## config.mk

```make
export PLATFORM = sky130hd
export DESIGN_NAME = mul_iter_r32m
export DESIGN_NICKNAME = d
export VERILOG_FILES = /design/src/rtl/mul_pkg.sv /design/src/rtl/mul_step_unit.sv /design/src/rtl/mul_iter_r32m.sv
export SDC_FILE = /design/constraint.sdc
export NUM_CORES = 1
export LEC_CHECK = 0
export CAP_MARGIN = 20
export CORE_MARGIN = 2
export CORE_UTILIZATION = 45
export CTS_CLUSTER_SIZE = 24
export DETAILED_ROUTE_END_ITERATION = 8
export PLACE_DENSITY = 0.7
export SLEW_MARGIN = 0
export SYNTH_ARGS = -nofsm -noshare
export SYNTH_HDL_FRONTEND = slang
export SYNTH_SLANG_ARGS = --single-unit
export TNS_END_PERCENT = 5
```

## constraint.sdc

```tcl
create_clock -name clk -period 13.7 [get_ports clk]
set_input_delay 1.37 -clock clk [delete_from_list [all_inputs] [get_ports clk]]
set_output_delay 1.37 -clock clk [all_outputs]
set_load 0.03 [all_outputs]
```

## src/rtl/mul_pkg.sv

```systemverilog
// Shared types and helpers for the iterative RV32M multiplier.
// Operation codes follow funct3[1:0] of the M extension.
package mul_pkg;

  typedef enum logic [1:0] {
    MUL    = 2'b00,
    MULH   = 2'b01,
    MULHSU = 2'b10,
    MULHU  = 2'b11
  } mul_code_t;

  typedef enum logic [1:0] {
    IDLE,
    CALC,
    FIX,
    DONE
  } mul_state_t;

  function automatic logic is_signed_a(mul_code_t c);
    return (c == MULH) || (c == MULHSU);
  endfunction

  function automatic logic is_signed_b(mul_code_t c);
    return c == MULH;
  endfunction

endpackage

```

## src/rtl/mul_step_unit.sv

```systemverilog
// One shift-add iteration: adds |a| times a STEP_BITS slice of
// the multiplier, aligned to bit position pos, into the accumulator.
module mul_step_unit
  import mul_pkg::*;
#(
  parameter int DATA_W    = 32,
  parameter int STEP_BITS = 2,
  parameter int AW        = 2 * DATA_W + STEP_BITS,
  parameter int SW        = $clog2(DATA_W)
) (
  input  logic [AW-1:0]        acc,
  input  logic [DATA_W-1:0]    mcand,
  input  logic [STEP_BITS-1:0] mbits,
  input  logic [SW-1:0]        pos,
  output logic [AW-1:0]        acc_nxt
);

  localparam int PW = DATA_W + STEP_BITS;

  logic [PW-1:0] pp;
  logic [AW-1:0] pp_al;

  always_comb begin
    pp      = {{STEP_BITS{1'b0}}, mcand}
            * {{DATA_W{1'b0}}, mbits};
    pp_al   = AW'(pp) << pos;
    acc_nxt = acc + pp_al;
  end

endmodule

```

## src/rtl/mul_iter_r32m.sv

```systemverilog
// Iterative RV32M multiplier (MUL/MULH/MULHSU/MULHU) with a
// valid/ready front end, flush support and zero early-out.
module mul_iter_r32m
  import mul_pkg::*;
#(
  parameter int DATA_W    = 32,
  parameter int STEP_BITS = 2
) (
  input  logic              clk,
  input  logic              nReset,
  input  logic              flush,
  input  logic              in_valid,
  output logic              in_ready,
  input  logic [1:0]        mul_code,
  input  logic [DATA_W-1:0] op_a,
  input  logic [DATA_W-1:0] op_b,
  output logic              out_valid,
  input  logic              out_ready,
  output logic [DATA_W-1:0] result,
  output logic              busy
);

  localparam int N  = DATA_W / STEP_BITS;
  localparam int AW = 2 * DATA_W + STEP_BITS;
  localparam int SW = $clog2(DATA_W);
  localparam int CW = $clog2(N + 1);
  localparam int PW = 2 * DATA_W;

  mul_state_t        state;
  mul_code_t         code;
  mul_code_t         req;
  logic              a_neg;
  logic              b_neg;
  logic [DATA_W-1:0] mcand;
  logic [DATA_W-1:0] mplier;
  logic [CW-1:0]     cnt;
  logic [SW-1:0]     pos;
  logic [AW-1:0]     acc;
  logic [AW-1:0]     acc_nxt;
  logic [PW-1:0]     prod;
  logic              accept;
  logic              sa;
  logic              sb;
  logic [DATA_W-1:0] mag_a;
  logic [DATA_W-1:0] mag_b;
  logic              unused_acc_hi;

  assign in_ready = (state == IDLE)
                 || (state == DONE && out_ready);
  assign busy     = state != IDLE;
  assign accept   = in_valid && in_ready && !flush;

  assign req   = mul_code_t'(mul_code);
  assign sa    = is_signed_a(req) && op_a[DATA_W-1];
  assign sb    = is_signed_b(req) && op_b[DATA_W-1];
  assign mag_a = sa ? -op_a : op_a;
  assign mag_b = sb ? -op_b : op_b;

  // The guard bits above 2*DATA_W never carry a final value.
  assign unused_acc_hi = ^acc[AW-1:PW];
  assign prod = (a_neg ^ b_neg) ? -acc[PW-1:0]
                                : acc[PW-1:0];

  mul_step_unit #(
    .DATA_W   (DATA_W),
    .STEP_BITS(STEP_BITS)
  ) u_step (
    .acc    (acc),
    .mcand  (mcand),
    .mbits  (mplier[STEP_BITS-1:0]),
    .pos    (pos),
    .acc_nxt(acc_nxt)
  );

  always_ff @(posedge clk or negedge nReset) begin
    if (!nReset) begin
      state     <= IDLE;
      code      <= MUL;
      a_neg     <= 1'b0;
      b_neg     <= 1'b0;
      mcand     <= '0;
      mplier    <= '0;
      cnt       <= '0;
      pos       <= '0;
      acc       <= '0;
      result    <= '0;
      out_valid <= 1'b0;
    end else if (flush) begin
      state     <= IDLE;
      out_valid <= 1'b0;
    end else begin
      unique case (state)
        IDLE, DONE: begin
          if (accept) begin
            code   <= req;
            a_neg  <= sa;
            b_neg  <= sb;
            mcand  <= mag_a;
            mplier <= mag_b;
            cnt    <= CW'(N);
            pos    <= '0;
            acc    <= '0;
            if (op_a == '0 || op_b == '0) begin
              state     <= DONE;
              result    <= '0;
              out_valid <= 1'b1;
            end else begin
              state     <= CALC;
              out_valid <= 1'b0;
            end
          end else if (state == DONE && out_ready) begin
            state     <= IDLE;
            out_valid <= 1'b0;
          end
        end
        CALC: begin
          acc    <= acc_nxt;
          mplier <= mplier >> STEP_BITS;
          cnt    <= cnt - 1'b1;
          pos    <= pos + SW'(STEP_BITS);
          if (cnt == CW'(1)) state <= FIX;
        end
        FIX: begin
          result    <= (code == MUL) ? prod[DATA_W-1:0]
                                     : prod[PW-1:DATA_W];
          out_valid <= 1'b1;
          state     <= DONE;
        end
        default: state <= IDLE;
      endcase
    end
  end

endmodule
```

# After elaboration in Yosys (flattened, before gate mapping)
# Index checks and enable logic that the tools add are counted.
[totals] elab_cells=80 in_bits=71 output_inout_bits=35 reg_bits=179
[classes] reduce_logical=23 n_addsub=6 n_bitwise=2 eq_ne=10 muxes=26 shift=1 n_mul=1
[op_table] cell="32-bit 2-to-1 mux" n=6
[op_table] cell="66-bit case mux with 2 select lines" n=1
[op_table] cell="32-bit case mux with 2 select lines" n=2
[op_table] cell="66-bit adder" n=1
[op_table] cell="66-bit 2-to-1 mux" n=1
[op_table] cell="34-bit by 5-bit left shift with 66-bit output" n=1
[op_table] cell="32-bit zero test" n=2
[op_table] cell="64-bit 2-to-1 mux" n=1
[op_table] cell="32-bit negation" n=2
[op_table] cell="64-bit negation" n=1
[op_table] cell="32-bit by 2-bit multiplier with 34-bit output" n=1
[op_table] cell="5-bit case mux with 2 select lines" n=2
[op_table] cell="2-bit 2-to-1 mux" n=5
[op_table] cell="5-bit 2-to-1 mux" n=2
[op_table] cell="2-bit equality test (second input constant)" n=3
[op_table] cell="2-bit case mux with 3 select lines" n=1
[op_table] cell="3-bit AND reduction" n=2
[op_table] cell="2-bit nonzero test" n=3
[op_table] cell="5-bit by 2-bit adder with 5-bit output (second input constant)" n=1
[op_table] cell="5-bit by 1-bit equality test with 1-bit output (second input constant)" n=1
[op_table] cell="1-bit logical AND" n=5
[op_table] cell="5-bit by 1-bit subtractor with 5-bit output (second input constant)" n=1
[op_table] cell="2-bit by 1-bit equality test with 1-bit output (second input constant)" n=2
[op_table] cell="2-bit zero test" n=2
[op_table] cell="other kinds (13)" n=20

# Depth between registers and ports, before layout
# Gate-level depths: netlist of run 1.
[depth] word_depth=8 depth_mapped=27

# Cells and area by module
# Synthesis of run 1 repeated with hierarchy kept, for this count alone.
[unflattened] cells_unflattened=2647 hier_area_um2=19738.9
[by_module_without_submodules] module="mul_iter_r32m" cells_per_inst=1278 seq_area_each_um2=4454.3 area_each_um2=10485.1 instances=1
[by_module_without_submodules] module="mul_step_unit" cells_per_inst=1369 seq_area_each_um2=0.0 area_each_um2=9253.9 instances=1

# Least setup slack after synthesis of run 1
# No wires, ideal clock.
[synth_path] path_type="register to register" from="register mplier[0]" to="register acc[62]" stages_incl_launch_ff=27 required_ns=13.564 setup_time_ns=0.136 n_path_buf=1 arrival_time_ns=5.464 path_slack_ns=8.101 path_cell_list="dfrtp_1 -> clkbuf_1 -> and2_1 -> ha_1 -> inv_1 -> fa_1 -> nor2b_1 -> o31ai_2 -> a21oi_1 -> a221oi_1 -> o31ai_1 -> nor3_1 -> a211oi_1 -> a211oi_1 -> a31o_2 -> mux2_2 -> ha_1 -> a21oi_1 -> o21ai_0 -> nor3_1 -> a211oi_1 -> a311oi_1 -> o31ai_1 -> a2111oi_0 -> o31ai_1 -> mux2i_1 -> o211ai_1"
[synth_via] elab_chain_cells=4
[synth_rtl] element="from (decl)" line_no="mul_iter_r32m.sv:35" source="logic [DATA_W-1:0] mplier;"
[synth_rtl] element="from (signal assigned)" line_no="mul_iter_r32m.sv:99" source="mplier <= mag_b;"
[synth_rtl] element="from (signal assigned)" line_no="mul_iter_r32m.sv:118" source="mplier <= mplier >> STEP_BITS;"
[synth_rtl] element="32-bit by 2-bit multiplier with 34-bit output" line_no="mul_step_unit.sv:25" source="* {{DATA_W{1'b0}}, mbits};"
[synth_rtl] element="34-bit by 5-bit left shift with 66-bit output" line_no="mul_step_unit.sv:26" source="pp_al = AW'(pp) << pos;"
[synth_rtl] element="66-bit adder" line_no="mul_step_unit.sv:27" source="acc_nxt = acc + pp_al;"
[synth_rtl] element="66-bit case mux with 2 select lines" line_no="mul_iter_r32m.sv:92" source="unique case (state)"
[synth_rtl] element="to (signal assigned)" line_no="mul_iter_r32m.sv:117" source="acc <= acc_nxt;"
[synth_rtl] element="to (decl)" line_no="mul_iter_r32m.sv:38" source="logic [AW-1:0] acc;"
# Every way passes these cells.
# A chain may end at the register's enable or synchronous reset.

# Final worst setup path of run 1
[layout_path] from="register mplier[0]" to="register acc[58]"
# The elaborated chain is that of the path after synthesis.

==> summary.txt, run 1 <==
Status - finished, final reports clean
Multi-input logic area - 0.0127 mm^2
Syn nets - 2572
Fill cells - 3816
GP Congestion - 0.977
Number of max-cap violations - 0
TritonRoute pass-1 iters - 6
R2R setup slack - 6.42 ns
Rows - 72
Largest area contributor in the synthesized netlist - dfrtp_1
Final Max Slew Viols - 0
CP max-delay cell - dfrtp_1
Num CTS Buffers - 17
Distinct cell type count after synthesis - 91
Initial drt markers - 1594
Slowest stage delay, CP - 0.90 ns
RSZ-0062 raised after global routing - false
Yosys warnings - 0
Seq/Total Area, Yosys - 24.8%
Synth top cells by count - 313 x nand2_1, 265 x a21oi_1, 256 x o21ai_0
Mapped Area - 0.0178 mm^2
Crit path cell chain - and2_1, ha_1, o21a_1, o21ai_0, o21ai_0, a211oi_1, o21bai_1, xor2_1, mux2i_1, a211oi_1, nor2_1, o41ai_1, ha_1, nand2_1, nor4_1, a22oi_1, a211oi_1, a311oi_1, o31ai_1, a2111oi_0, nor2_1, xnor2_1, o31ai_1
# diodes - 0
WP data arrival - 7.65 ns
P_leak - 8.42 nW
Maximum vdd ir drop - 0.130 mV
H-tree depth - 4
Chip width - 203 um
Worst hold slack - 0.479 ns
Vias in the first global route - 16700
Global Route Usage Sum - 26.9%
Minimum clock period - 7.28 ns
CORE AREA - 0.0388 mm^2
Fin crit share - 53.1%
Slew HR - 29.8%
I/O Pins - 106
Post-synth top area share - 24.8%
FF/Latch Area - 0.00440 mm^2
Main synth FF type - dfrtp_1
Crit path max fanout - 35
Average wire per standard cell - 19.1 um
Post-CTS setup repair buffer count - 0
# DRC - 0
Synth top area cells - dfrtp_1 25%, ha_1 8.0%, a21oi_1 7.5%, o21ai_0 7.2%, nand2_1 6.6%
WP buf/inv - 0
DP HPWL - 43100 um
Post-synth EDFFs - 0
# hold bufs at CTS - 0
Post-layout util - 50.9%
Initial antenna violation count - 0
Worst-Margin Slew - 1.05 ns
Post-route setup slack - 6.42 ns
Most frequent CP cell - a211oi_1
Routed wire length - 55800 um
CP required - 14.07 ns
Pwr Density - 281 mW/mm^2
DRT antenna net count - 0
Cell area after layout - 0.0198 mm^2
Clock transition at path regs - 0.07 ns
# placed instances - 2890
Global-route wire length before repair - 88900 um
Max frequency - 137 MHz
Clk_lat worst skew - 0.47 ns
Root Driver - clkbuf_16
Final Net Count - 2578
Clock Path Buffers - 2
Cell family contributing the most delay on the critical path - compound AO/OA/AOI/OAI gates
Crit path kind - flip-flop to flip-flop
Setup TNS - 0 ns
Die Span Y - 203 um
TritonCTS clock tree - yes
CP startpoint kind - flip-flop
Layout cells sized above 1 - 4.49%
CTS resizes - 0
Setup WS pre-CTS - 6.53 ns
PortBufs - 105
Skew final - 0.0174 ns
# setup viols final - 0
GRT overflow - 0
Initial core utilization - 45.8%
Mapped Cells - 2385
Finished Layout Cells - 2922
CTS sink cnt - 176
Setup crit end kind - flip-flop
Largest net degree at the start of global routing - 71
Via count - 17800
Async SR Flop Fraction - 100%
Yosys reg bits - 176
Overall power - 5.56 mW
Die area - 0.0411 mm^2
Post-DP Area - 0.0191 mm^2
Cell with the most instances after synthesis - nand2_1
Final hold violation count - 0
Avg Cell Area, Syn - 7.46 um^2
Synthesis-to-layout area growth - 11.1%
Hold Path Class - flip-flop to flip-flop
Via density - 6.08
[worst paths after layout]
path	cells after the start	start	end
worst min register to register	2	result[8]	result[8]
min in group asynchronous	1	nReset	acc[7]
worst max register to register	23	mplier[0]	acc[58]
worst min-delay path	2	result[8]	result[8]
worst max-delay path	23	mplier[0]	acc[58]
max in group asynchronous	3	nReset	mcand[22]
[flip-flops by register name, indices dropped and copies added (netlist names)]
signal and cells:
result 32, a_neg 1, cnt 5, mplier 32, acc 64, b_neg 1
state 2, pos 4, out_valid 1, mcand 32, code 2
[layout by cell type (no fill, tap or decap), types with 7 or more instances in the layout]
cell,instances
o211ai_1,21
ha_1,113
a211oi_1,15
dfrtp_1,176
mux2i_1,30
xor2_1,105
o21ai_0,256
o41ai_1,9
a221oi_1,8
nand2b_1,7
a21oi_1,265
and3_1,14
o21a_1,15
o21ai_1,10
o21bai_1,10
clkdlybuf4s50_1,104
xnor2_1,92
inv_1,43
or4_1,10
nand2_1,312
nand4_1,23
buf_4,15
a21o_1,49
and2_1,76
a31oi_1,18
clkbuf_16,17
nor2_1,217
nor4_1,19
nand3_1,40
o22ai_1,19
o31ai_1,44
nor2b_1,10
nor3_1,55
mux2_2,24
or3_1,26
[kinds of logic (layout without fill, tap and decap cells)]
logic type	Yosys count	count (layout)	share of synthesized area, %
AOI/OAI and AO/OA	817	817	27.7
xor gates and xnor gates	198	198	9.75
adders and majority gates	116	116	8.24
buffers and inverters	178	197	3.94
DFF	176	176	24.8
muxes	55	55	3.33
and+or+nand+nor	845	845	22.3
[tightest hold or removal path: stages (launching register included)]
cell,delay (ns)
dfrtp_1,0.34
nand2_1,0.04
o21ai_0,0.06
[power breakdown]
group          leakage, nW  internal, mW  switching, mW  total, mW
Combinational         5.81          1.48           2.62       4.10
Clock                0.314         0.326          0.226      0.553
Sequential            2.29         0.700          0.207      0.907
[layout make-up]
cell class	count	share of cell area [%]
multi-input combinational	2031	64.4
sequential	176	22.3
timing repair buffer	120	5.89
tap	518	3.28
clock buffer	21	2.43
clock inverter	11	0.893
inverter	45	0.855
[per-layer routing]
metal / up-vias / GRT usage, % / share of wire [%]
met4: 0 / 10.7 / 3.4
met5: - / 0 / 0
met2: 676 / 43.3 / 45
met3: 99 / 3.98 / 6.5
li1: 8621 / - / -
met1: 8359 / 36.3 / 45
Note: power is estimated with default switching activity, not from simulation.
==> run 2, diff against run 1 <==
- clock period: 13.7 -> 7 ns (I/O delays scaled with it)
==> run 2 against run 1 <==
Wire length is 2.1% higher; sequential power is 94% higher; total power rose by 98%; register-to-register slack worse by 6.2 ns; final area rose by 1.5%.
==> summary.txt, run 2 (same netlist as run 1, synthesis figures left out) <==
Rows - 72 (unchanged)
Most frequent cells in the layout - 312 x nand2_1, 263 x a21oi_1, 254 x o21ai_0
M1 GR Usage - 36.8% (+0.47 points)
H-tree depth - 4 (unchanged)
Post-CTS setup repair buffer count - 0 (unchanged)
Finished Layout Cells - 2963 (+1.4%)
CP required - 7.34 ns (-6.73 ns)
Number of max-cap violations - 0 (unchanged)
RSZ-0062 raised after global routing - true
Post-route setup slack - 0.271 ns (-6.15 ns)
CTS resizes - 0 (unchanged)
Met2 usage in global routing - 45.0% (+1.7 points)
Setup crit end kind - flip-flop
Average wire per standard cell - 19.2 um (+0.67%)
CORE AREA - 0.0388 mm^2 (unchanged)
CP max-delay cell - a211oi_1
Clock transition at path regs - 0.08 ns (about the same)
PortBufs - 105 (unchanged)
Largest net degree at the start of global routing - 87 (+23%)
Slew HR - 31.7% (+2.0 points)
Initial core utilization - 45.8% (unchanged)
Overall power - 11.0 mW (+98%)
Fin crit share - 96.1% (+43 points)
Num CTS Buffers - 17 (unchanged)
Die Span Y - 203 um (unchanged)
Chip width - 203 um (unchanged)
Maximum vdd ir drop - 0.264 mV (+100%)
TritonCTS clock tree - yes
Via count - 17800 (+0.17%)
TritonRoute pass-1 iters - 6 (unchanged)
# DRC - 0 (unchanged)
Final Net Count - 2619 (+1.6%)
Clock Path Buffers - 2 (unchanged)
Routed wire length - 56900 um (+2.1%)
Initial antenna violation count - 0 (unchanged)
Clk_lat worst skew - 0.48 ns (about the same)
Final hold violation count - 0 (unchanged)
Die area - 0.0411 mm^2 (unchanged)
Initial drt markers - 1482 (-7.0%)
Via density - 6.00 (-1.2%)
CTS sink cnt - 176 (unchanged)
Worst-Margin Slew - 1.02 ns (-0.0295 ns)
# hold bufs at CTS - 0 (unchanged)
Root Driver - clkbuf_16
Commonest non-fill, non-tap cell in the layout - nand2_1
DRT antenna net count - 0 (unchanged)
Global-route wire length before repair - 90100 um (+1.4%)
P_leak - 8.58 nW (+1.9%)
Global Route Usage Sum - 27.7% (+0.76 points)
Minimum clock period - 6.73 ns (-0.547 ns)
Most Used Layer, Global Route - met2
DP HPWL - 44700 um (+3.5%)
Setup TNS - 0 ns (unchanged)
GRT met3 Usage - 4.11% (+0.13 points)
Max frequency - 149 MHz (+8.1%)
Pwr Density - 549 mW/mm^2 (+95%)
GRT overflow - 0 (unchanged)
WP data arrival - 7.07 ns (-0.58 ns)
Setup WS pre-CTS - 0.230 ns (-6.30 ns)
Max FFs per register - 64 (unchanged)
# placed instances - 2931 (+1.4%)
GP Congestion - 0.959 (-1.9%)
Skew final - 0.0181 ns (+0.000643 ns)
Top reg by flops - acc
Status - finished, final reports clean
CP startpoint kind - flip-flop
Crit path max fanout - 18 (-49%)
Vias in the first global route - 16700 (+0.37%)
Slowest stage delay, CP - 0.69 ns (-0.21 ns)
Synthesis-to-layout area growth - 12.8%
Crit path kind - flip-flop to flip-flop
# setup viols final - 0 (unchanged)
Hold Path Class - input port to asynchronous set/reset pin
Final Max Slew Viols - 0 (unchanged)
Layout cells sized above 1 - 6.54% (+2.1 points)
# diodes - 0 (unchanged)
I/O Pins - 106 (unchanged)
==> run 2: layout make-up <==
type                            count  area (um^2)
Fill cell                        3793        18800
Multi-Input combinational cell   2031        12800
Sequential cell                   176         4410
Timing Repair Buffer              161         1470
Tap cell                          518          648
Clock buffer                       18          439
Inverter                           45          169
Clock inverter                     14          155
==> run 2: through the flow <==
step                      area [um^2]  util (%)  hold slack [ns]
after floorplan                 17800         -            0.404
after global placement          19400      50.0            0.462
after detailed placement        19400      50.0            0.470
after CTS                       20000      51.5            0.304
after global routing            20100      51.7            0.331
final                           20100      51.7            0.258
==> run 2: metal layers <==
layer  wire, um  up-vias
met4       2050        0
met2      25900      622
met5          0        -
li1           -     8697
met3       3180      107
met1      25800     8359
==> run 2: worst paths after layout <==
kind	start	endpoint	slack, ns	depth (start not counted)
worst max-delay path	mplier[0]	acc[62]	0.27	25
worst min-delay path	nReset	acc[11]	0.26	1
worst max register to register	mplier[0]	acc[62]	0.27	25
worst min register to register	result[10]	result[10]	0.48	2
max in group asynchronous	nReset	mplier[1]	5.29	2
min in group clk	result[10]	result[10]	0.48	2
==> run 2: worst max-delay path, delay by kind of cell, from the launching register on <==
family	cells	cell delay, ns
flops	1	0.47
xor+xnor	1	0.50
buf+inv	2	0.37
compound gates	10	2.46
mux	2	0.50
fa+ha+maj	2	0.90
simple gates	8	1.39
==> run 2: power by group <==
part           total (mW)  switching (mW)  leakage (nW)  internal, mW
logic                8.26            5.19          6.01          3.06
clock network        1.00           0.461         0.282         0.540
registers            1.76           0.390          2.29          1.37
==> run 3, diff against run 2 <==
- CORE_UTILIZATION: 45 -> 54
- PLACE_DENSITY: 0.7 -> 0.8
==> run 3 against run 2 <==
Via count is 1.4% higher; cell count is 2.6% lower; total power is essentially flat; sequential share of layout area rose by 0.092 points; largest power group unchanged; clock power about the same; maximum frequency up 1.0%; clock-buffer cell count rose by 1; sequential cell count unchanged; register-to-register slack better by 0.07 ns; first-iteration DRC count rose by 6.1%; clock skew shrank 0.0020 ns; sequential power barely moved.
==> summary.txt, run 3 (same netlist as run 1, synthesis figures left out) <==
Number of max-cap violations - 0 (unchanged)
Setup crit end kind - flip-flop
CP required - 7.32 ns (-0.02 ns)
Initial antenna violation count - 0 (unchanged)
Minimum clock period - 6.66 ns (-0.0694 ns)
Global-route wire length before repair - 87800 um (-2.6%)
TritonCTS clock tree - yes
Die area - 0.0344 mm^2 (-16%)
CP Launch Point - mplier[0]
Setup WS pre-CTS - 0.155 ns (-0.0748 ns)
Chip width - 186 um (-8.5%)
CTS sink cnt - 176 (unchanged)
Via count - 18000 (+1.4%)
R2R Path Start - mplier[0]
Final Max Slew Viols - 0 (unchanged)
PortBufs - 105 (unchanged)
WP data arrival - 6.98 ns (-0.09 ns)
Fill cells - 2901 (-24%)
Fin crit share - 95.1% (-0.99 points)
Max frequency - 150 MHz (+1.0%)
Commonest non-fill, non-tap cell in the layout - nand2_1
Hold Path Class - input port to asynchronous set/reset pin
Largest net degree at the start of global routing - 104 (+20%)
I/O Pins - 106 (unchanged)
Top reg by flops - acc
GP Congestion - 0.988 (+3.0%)
Layout cells sized above 1 - 6.79% (+0.25 points)
DRT antenna net count - 0 (unchanged)
Root Driver - clkbuf_16
Crit path kind - flip-flop to flip-flop
# DRC - 0 (unchanged)
# diodes - 0 (unchanged)
Reg2reg end - acc[62]
Via density - 6.25 (+4.1%)
Max FFs per register - 64 (unchanged)
CP startpoint kind - flip-flop
Most frequent cells in the layout - 312 x nand2_1, 261 x a21oi_1, 255 x o21ai_0
Worst-Margin Slew - 1.05 ns (+0.0284 ns)
Critical Path Sink - acc[62]
Status - finished, final reports clean
Post-route setup slack - 0.340 ns (+0.0694 ns)
Average wire per standard cell - 19.1 um (-0.80%)
Vias in the first global route - 16900 (+1.1%)
Die Span Y - 186 um (-8.5%)
H-tree depth - 4 (unchanged)
R2R setup slack - 0.34 ns (+0.07 ns)
Synthesis-to-layout area growth - 12.4%
P_leak - 8.58 nW (about the same)
TritonRoute pass-1 iters - 6 (unchanged)
Initial drt markers - 1573 (+6.1%)
Pwr Density - 551 mW/mm^2 (+0.30%)
Maximum vdd ir drop - 0.319 mV (+21%)
Slew HR - 29.8% (-1.9 points)
Routed wire length - 55000 um (-3.4%)
Clock transition at path regs - 0.08 ns (about the same)
CORE AREA - 0.0325 mm^2 (-16%)
Final hold violation count - 0 (unchanged)
Setup TNS - 0 ns (unchanged)
Final Net Count - 2618 (-0.038%)
Clock Path Buffers - 2 (unchanged)
Rows - 66 (-8.3%)
Initial core utilization - 54.8% (+9.0 points)
# setup viols final - 0 (unchanged)
GRT overflow - 0 (unchanged)
Clk_lat worst skew - 0.46 ns (-0.02 ns)
R2R depth - 25 (unchanged)
Num CTS Buffers - 17 (unchanged)
DP HPWL - 42500 um (-4.8%)
Global Route Usage Sum - 32.1% (+4.5 points)
Skew final - 0.0161 ns (-0.00196 ns)
# hold bufs at CTS - 0 (unchanged)
Crit path max fanout - 18 (unchanged)
-- run 3: stage by stage --
stage | area (um^2) | total power, mW | hold slack, ns | cells | utilization, %
after floorplan | 17800 | 7.47 | 0.404 | 2385 | -
after global placement | 19300 | 9.61 | 0.462 | 2853 | 59.5
after detailed placement | 19300 | 9.78 | 0.466 | 2853 | 59.5
after CTS | 19900 | 10.8 | 0.395 | 2885 | 61.3
after global routing | 20000 | 11.9 | 0.447 | 2886 | 61.6
final | 20000 | 11.0 | 0.368 | 2886 | 61.6
-- run 3: report_power, final --
group,leakage (nW),internal [mW],switching (mW),total [mW]
Clock,0.276,0.535,0.434,0.969
Combinational,6.01,3.10,5.16,8.26
Sequential,2.29,1.37,0.407,1.78
Total,8.58,5.01,6.00,11.0
-- run 3: final cells by class --
class / count / area [um^2] / area share, %
tap: 442 / 553 / 2.77
sequential: 176 / 4410 / 22.1
timing repair buffer: 160 / 1470 / 7.33
inverter: 45 / 169 / 0.845
clock buffer: 19 / 443 / 2.22
clock inverter: 13 / 136 / 0.682
multi-input combinational: 2031 / 12800 / 64.1
-- run 3: layer usage --
layer  up-vias  wire, um  GRT usage [%]  share of wire [%]
met5         -         0              0                  0
met4         0      2240           13.5                4.1
met3       123      3280           3.72                6.0
met2       727     25700           54.0                 47
met1      8490     23800           41.9                 43
li1       8695         -              -                  -
-- run 3: how the worst min path moves through the flow --
stage            endpoint  slack, ns  cells after the start
2_1_floorplan       a_neg       0.40                      0
3_3_place_gp   mplier[30]       0.46                      2
3_5_place_dp   mplier[30]       0.47                      2
4_1_cts           acc[18]       0.40                      1
5_1_grt           acc[18]       0.45                      1
6_report          acc[18]       0.37                      1
-- run 3: critical path, cell delays in order, from the launching register on --
cell	delay, ns
dfrtp_1	0.48
buf_4	0.23
and2_1	0.15
ha_1	0.51
nand3_1	0.16
nor2_1	0.17
nand2_1	0.11
a211oi_1	0.62
nor4_1	0.10
nand4b_1	0.32
mux2_2	0.35
a221o_1	0.41
nor3_1	0.22
a211o_1	0.21
ha_1	0.29
nand2_1	0.15
o21ai_0	0.17
a22oi_1	0.27
a211oi_1	0.13
a311oi_1	0.36
o31ai_2	0.21
a2111oi_2	0.40
buf_4	0.18
o31ai_1	0.07
mux2i_1	0.16
o211ai_1	0.10
-- run 3: repair_timing --
action                                  CTS  global route
endpoints found under the setup margin    0            18
buffers inserted                          0             1
resized for setup                         0            24
